File: src/rtl/ps2_scancode_rx_pkg.sv
// Shared definitions for the PS/2 scancode receiver: FSM encoding, frame
// geometry, prefix bytes and the odd-parity helper.
package ps2_scancode_rx_pkg;

    typedef enum logic [1:0] {
        ST_IDLE   = 2'd0,
        ST_DATA   = 2'd1,
        ST_PARITY = 2'd2,
        ST_STOP   = 2'd3
    } ps2_state_e;

    localparam logic [7:0] PS2_PREFIX_EXT = 8'hE0;
    localparam logic [7:0] PS2_PREFIX_BRK = 8'hF0;

    // start + 8 data + parity + stop
    localparam int PS2_FRAME_BITS = 11;
    localparam int PS2_DATA_BITS  = PS2_FRAME_BITS - 3;

    // PS/2 uses odd parity: data ones plus the parity bit must be odd.
    function automatic logic frame_parity_ok(input logic [7:0] data, input logic par);
        return ^{data, par};
    endfunction

endpackage

File: src/rtl/ps2_sync_edge.sv
// Two-flop synchroniser for the PS/2 clock and data pins, with a delayed
// copy of the synchronised clock to detect its falling edge. Kept separate
// so a future transmitter can share the same conditioning.
module ps2_sync_edge (
    input  logic CLOCK_50,
    input  logic Resetn,
    input  logic ps2_clk,
    input  logic ps2_dat,
    output logic dat_s,
    output logic fall
);

    logic clk_meta_r;
    logic clk_sync_r;
    logic clk_prev_r;
    logic dat_meta_r;
    logic dat_sync_r;

    // Synchronise both pins and keep the previous synchronised clock; reset to idle-bus high.
    always_ff @(posedge CLOCK_50) begin
        if (!Resetn) begin
            clk_meta_r <= 1'b1;
            clk_sync_r <= 1'b1;
            clk_prev_r <= 1'b1;
            dat_meta_r <= 1'b1;
            dat_sync_r <= 1'b1;
        end else begin
            clk_meta_r <= ps2_clk;
            clk_sync_r <= clk_meta_r;
            clk_prev_r <= clk_sync_r;
            dat_meta_r <= ps2_dat;
            dat_sync_r <= dat_meta_r;
        end
    end

    assign dat_s = dat_sync_r;
    assign fall  = clk_prev_r & ~clk_sync_r;

endmodule

File: src/rtl/ps2_scancode_rx.sv
// PS/2 keyboard receiver: frames 11-bit packets, validates start/parity/stop,
// aborts stalled frames with a watchdog, and folds E0/F0 prefixes into a
// single decoded key event.
module ps2_scancode_rx
    import ps2_scancode_rx_pkg::*;
#(
    parameter int TIMEOUT_CYCLES = 50000
) (
    input  logic       CLOCK_50,
    input  logic       Resetn,
    input  logic       ps2_clk,
    input  logic       ps2_dat,
    output logic [7:0] byte_data,
    output logic       byte_valid,
    output logic       parity_err,
    output logic       frame_err,
    output logic [7:0] code,
    output logic       code_break,
    output logic       code_ext,
    output logic       code_valid
);

    localparam int WDOG_W = $clog2(TIMEOUT_CYCLES);
    localparam logic [WDOG_W-1:0] WDOG_LAST = WDOG_W'(TIMEOUT_CYCLES - 1);
    localparam logic [WDOG_W-1:0] WDOG_ONE  = WDOG_W'(1);
    localparam logic [2:0]        LAST_BIT  = 3'(PS2_DATA_BITS - 1);

    logic              dat_s;
    logic              fall_s;
    logic              timeout_s;

    ps2_state_e        state_r,    state_nxt_s;
    logic [7:0]        shift_r,    shift_nxt_s;
    logic [2:0]        bit_cnt_r,  bit_cnt_nxt_s;
    logic              par_r,      par_nxt_s;
    logic [WDOG_W-1:0] wdog_r,     wdog_nxt_s;
    logic              ext_pend_r, ext_pend_nxt_s;
    logic              brk_pend_r, brk_pend_nxt_s;

    logic [7:0]        byte_data_nxt_s;
    logic              byte_valid_nxt_s;
    logic              parity_err_nxt_s;
    logic              frame_err_nxt_s;
    logic [7:0]        code_nxt_s;
    logic              code_break_nxt_s;
    logic              code_ext_nxt_s;
    logic              code_valid_nxt_s;

    ps2_sync_edge u_sync (
        .CLOCK_50 (CLOCK_50),
        .Resetn   (Resetn),
        .ps2_clk  (ps2_clk),
        .ps2_dat  (ps2_dat),
        .dat_s    (dat_s),
        .fall     (fall_s)
    );

    assign timeout_s = (wdog_r == WDOG_LAST);

    // Next-state, watchdog, frame checking and prefix decoding.
    always_comb begin
        state_nxt_s      = state_r;
        shift_nxt_s      = shift_r;
        bit_cnt_nxt_s    = bit_cnt_r;
        par_nxt_s        = par_r;
        wdog_nxt_s       = wdog_r;
        ext_pend_nxt_s   = ext_pend_r;
        brk_pend_nxt_s   = brk_pend_r;
        byte_data_nxt_s  = byte_data;
        byte_valid_nxt_s = 1'b0;
        parity_err_nxt_s = 1'b0;
        frame_err_nxt_s  = 1'b0;
        code_nxt_s       = code;
        code_break_nxt_s = code_break;
        code_ext_nxt_s   = code_ext;
        code_valid_nxt_s = 1'b0;

        if (state_r == ST_IDLE) begin
            // A high bit on a falling edge while idle is line noise, not an error.
            wdog_nxt_s = '0;
            if (fall_s && !dat_s) begin
                shift_nxt_s   = 8'h00;
                bit_cnt_nxt_s = 3'd0;
                state_nxt_s   = ST_DATA;
            end else begin
                state_nxt_s = ST_IDLE;
            end
        end else if (!fall_s) begin
            // No edge this cycle: advance the watchdog or abort a stalled frame.
            if (timeout_s) begin
                frame_err_nxt_s = 1'b1;
                ext_pend_nxt_s  = 1'b0;
                brk_pend_nxt_s  = 1'b0;
                wdog_nxt_s      = '0;
                state_nxt_s     = ST_IDLE;
            end else begin
                wdog_nxt_s = wdog_r + WDOG_ONE;
            end
        end else begin
            // A falling edge always beats a coincident timeout.
            wdog_nxt_s = '0;
            case (state_r)
                ST_DATA: begin
                    shift_nxt_s = {dat_s, shift_r[7:1]};
                    if (bit_cnt_r == LAST_BIT) begin
                        state_nxt_s = ST_PARITY;
                    end else begin
                        bit_cnt_nxt_s = bit_cnt_r + 3'd1;
                    end
                end
                ST_PARITY: begin
                    par_nxt_s   = dat_s;
                    state_nxt_s = ST_STOP;
                end
                ST_STOP: begin
                    state_nxt_s = ST_IDLE;
                    if (!dat_s) begin
                        frame_err_nxt_s = 1'b1;
                        ext_pend_nxt_s  = 1'b0;
                        brk_pend_nxt_s  = 1'b0;
                    end else if (!frame_parity_ok(shift_r, par_r)) begin
                        parity_err_nxt_s = 1'b1;
                        ext_pend_nxt_s   = 1'b0;
                        brk_pend_nxt_s   = 1'b0;
                    end else begin
                        byte_valid_nxt_s = 1'b1;
                        byte_data_nxt_s  = shift_r;
                        if (shift_r == PS2_PREFIX_EXT) begin
                            ext_pend_nxt_s = 1'b1;
                        end else if (shift_r == PS2_PREFIX_BRK) begin
                            brk_pend_nxt_s = 1'b1;
                        end else begin
                            code_nxt_s       = shift_r;
                            code_ext_nxt_s   = ext_pend_r;
                            code_break_nxt_s = brk_pend_r;
                            code_valid_nxt_s = 1'b1;
                            ext_pend_nxt_s   = 1'b0;
                            brk_pend_nxt_s   = 1'b0;
                        end
                    end
                end
                default: begin
                    state_nxt_s = ST_IDLE;
                end
            endcase
        end
    end

    // State and registered outputs; synchronous active-low reset drops any partial frame silently.
    always_ff @(posedge CLOCK_50) begin
        if (!Resetn) begin
            state_r    <= ST_IDLE;
            shift_r    <= 8'h00;
            bit_cnt_r  <= 3'd0;
            par_r      <= 1'b0;
            wdog_r     <= '0;
            ext_pend_r <= 1'b0;
            brk_pend_r <= 1'b0;
            byte_data  <= 8'h00;
            byte_valid <= 1'b0;
            parity_err <= 1'b0;
            frame_err  <= 1'b0;
            code       <= 8'h00;
            code_break <= 1'b0;
            code_ext   <= 1'b0;
            code_valid <= 1'b0;
        end else begin
            state_r    <= state_nxt_s;
            shift_r    <= shift_nxt_s;
            bit_cnt_r  <= bit_cnt_nxt_s;
            par_r      <= par_nxt_s;
            wdog_r     <= wdog_nxt_s;
            ext_pend_r <= ext_pend_nxt_s;
            brk_pend_r <= brk_pend_nxt_s;
            byte_data  <= byte_data_nxt_s;
            byte_valid <= byte_valid_nxt_s;
            parity_err <= parity_err_nxt_s;
            frame_err  <= frame_err_nxt_s;
            code       <= code_nxt_s;
            code_break <= code_break_nxt_s;
            code_ext   <= code_ext_nxt_s;
            code_valid <= code_valid_nxt_s;
        end
    end

endmodule

File: config.mk
export PLATFORM = sky130hd
export DESIGN_NAME = ps2_scancode_rx
export DESIGN_NICKNAME = d
export VERILOG_FILES = /design/src/rtl/ps2_scancode_rx_pkg.sv /design/src/rtl/ps2_sync_edge.sv /design/src/rtl/ps2_scancode_rx.sv
export SDC_FILE = /design/constraint.sdc
export NUM_CORES = 1
export LEC_CHECK = 0
export CORE_UTILIZATION = 30
export DETAILED_ROUTE_END_ITERATION = 8
export DONT_BUFFER_PORTS = 1
export MAX_ROUTING_LAYER = met4
export PLACE_DENSITY_LB_ADDON = 0.08
export REMOVE_ABC_BUFFERS = 1
export SLEW_MARGIN = 10
export SYNTH_ARGS = -nofsm -noshare
export SYNTH_HDL_FRONTEND = slang
export SYNTH_SLANG_ARGS = --single-unit
export TNS_END_PERCENT = 30
File: constraint.sdc
create_clock -name CLOCK_50 -period 2.25 [get_ports CLOCK_50]
set_input_delay 0.675 -clock CLOCK_50 [delete_from_list [all_inputs] [get_ports CLOCK_50]]
set_output_delay 0.675 -clock CLOCK_50 [all_outputs]
set_load 0.01 [all_outputs]
==> run summary <==
Core ar.: 8180 µm²
WL final: 5360 µm
crit path launch type: register
routed length per instance: 13.6 µm
final worst slack: 0.212 ns
post-CTS sizing: 0
Final Hold Viols: 0
via count: 1862
Synth Area per Inst: 9.32 µm²
clock slew at reported path FFs: 0.07 ns
ratio of cells with drive above 1 in the final layout: 11.8%
switching power: 0.436 mW
GRT Total Usage: 14.0%
Avg Vias per Cell: 4.74
crit end category: register
row count: 33
Final Skew: 0.00780 ns
Worst-Skew Late Latency: 0.34 ns
highest clock rate: 0.491 GHz
Hold-fix buffers, CTS: 0
Starting Density: 30.9%
vias in the first global route: 1770
Finished Layout Cells: 393
first-pass GRT wire length: 9060 µm
outcome: completed
CTS max path bufs: 2
Synth area leader: dfxtp_1
Netlist cell types: 47
Port Buf Inserts: 0
RSZ-0062 raised after global routing: false
Final Net Count: 294
EDFF count, synth: 0
post-synth top area share: 46.8%
total CTS buffers: 9
Final ANT Viol Nets: 0
Seq/Total Area, Yosys: 46.8%
Place WS: 0.181 ns
hpwl dp: 3650 µm
kind of critical path: reg2reg
Seq pwr share: 49.7%
YS warnings: 0
Clk pwr share: 49.0%
I/O pin cnt: 26
Finished Cell Area: 2910 µm²
Filler cells: 847
CTS tree: yes
GRT overflow: 0
initial antenna violation count: 0
cell-internal power: 1.68 mW
top-count cell post-synth: dfxtp_1
H-tree Lvls: 3
post-route minimum period: 2.04 ns
die width: 93.7 µm
area growth from synthesis to layout: 15.1%
Async S/R FF share, synth: 0%
largest net degree at the start of global routing: 29
Max-Cap Viols: 0
DRC viols: 0
LEAKAGE: 1.04 nW
synth cell count leaders: dfxtp_1 (59), nand2_1 (35), nor2_1 (31)
CP arrival: 2.26 ns
Sum Neg Setup Slack: 0 ns
Worst slew margin: 68.7%
Crit Path Max Fanout: 4
Area contributors post-synth: dfxtp_1 (47%), nand2_1 (5.2%), mux2i_1 (4.8%)
post-CTS setup repair buffer count: 0
gate count after technology mapping: 271
# clock sinks: 59
Inst Count DP: 377
Worst Hold Slack: 0.410 ns
First-pass DRT Iterations: 4
worst hold path class: reg2reg
ant diodes: 0
PwrDens: 727 nW/µm²
die area: 8790 µm²
top_reg_cell synth: dfxtp_1
max-slew violation count: 0
Req. time, crit path: 2.47 ns
number of setup violations in the final report: 0
Switching Share: 20.6%
initial DRC count: 70
dpl cell area: 2690 µm²
Yosys reg bits: 59
Comb pwr share: 1.3%
RePlAce Congestion: 0.729
worst IR drop on VDD: 267 µV
die height: 93.7 µm
Final period util: 90.6%
Post-Syn Area: 2520 µm²
CTS Root Cell: clkbuf_8
worst slew pin tran: 0.465 ns
## final cells by class
cell class,instances,area [µm²],share of cell area [%]
Multi-Input combinational cell,194,1250,42.9
Inverter,5,18.8,0.646
Clock buffer,11,131,4.52
Tap cell,105,131,4.52
Sequential cell,59,1180,40.7
Clock inverter,5,77.6,2.67
Timing Repair Buffer,14,118,4.05
## metrics by stage
step / total power [mW] / util [%]
global route: 2.21 / 35.5
detailed placement: 1.10 / 32.9
global placement: 1.10 / 32.9
CTS: 2.15 / 35.5
finish: 2.11 / 35.5
floorplan: 1.09 / -
## routing by layer
metal	wire length, µm	global-route usage (%)
met1	2570	16.2
met2	2480	21.9
met3	211	4.85
met4	99	5.77
met5	0	-
## flip-flops by register name (all words and copies together) (netlist names), 2 cells and up
register and count:
bit_cnt_r 3, byte_data 8, code 8, shift_r 8, state_r 2, wdog_r 16
## cell families (layout without fill, tap and decap cells)
family | after synthesis | in the layout | share of synthesized area, %
AND/OR/NAND/NOR | 119 | 119 | 23.7
XOR/XNOR | 22 | 22 | 8.23
multiplexers | 12 | 12 | 4.76
flip-flops | 59 | 59 | 46.8
adder cells (fa/ha/maj) | 7 | 7 | 3.47
AO/OA/AOI/OAI | 34 | 34 | 9.07
buffers and inverters | 18 | 35 | 3.96
## cell usage in the layout, fill, tap and decap left out, drive strengths merged, types with 2 or more instances in the layout
cell	n
a21oi	15
and3	4
buf	14
bufinv	2
clkbuf	11
clkinv	3
dfxtp	59
ha	7
inv	4
mux2i	12
nand2	35
nand2b	10
nand3	9
nand3b	7
nand4	3
nand4b	3
nor2	31
nor2b	2
nor3	4
nor4	2
nor4b	2
o21ai	3
o221a	2
o22ai	3
or3	3
xnor2	10
xor2	11
## final timing paths
kind,slack [ns],to,from,depth (start not counted)
worst min-delay path,0.41,u_sync.dat_s,u_sync.dat_meta_r,1
worst min register to register,0.41,u_sync.dat_s,u_sync.dat_meta_r,1
worst max register to register,0.21,brk_pend_r,wdog_r[0],7
worst max-delay path,0.21,brk_pend_r,wdog_r[0],7
## power by group through the flow
stage | Combinational, mW | Clock (mW) | Sequential, mW
global placement | 0.0271 | 0 | 1.07
floorplan | 0.0165 | 0 | 1.07
finish | 0.0267 | 1.04 | 1.05
CTS | 0.0272 | 1.08 | 1.05
detailed placement | 0.0273 | 0 | 1.07
global route | 0.0303 | 1.13 | 1.05
## worst max-delay path: stages, from the launching register on
cell and delay, ns:
dfxtp_1 0.36, ha_1 0.19, and3_1 0.26, nand4_1 0.13
or4_1 0.47, a21oi_2 0.21, o21bai_1 0.10, a32o_1 0.21
(Power assumes the default switching activity.)
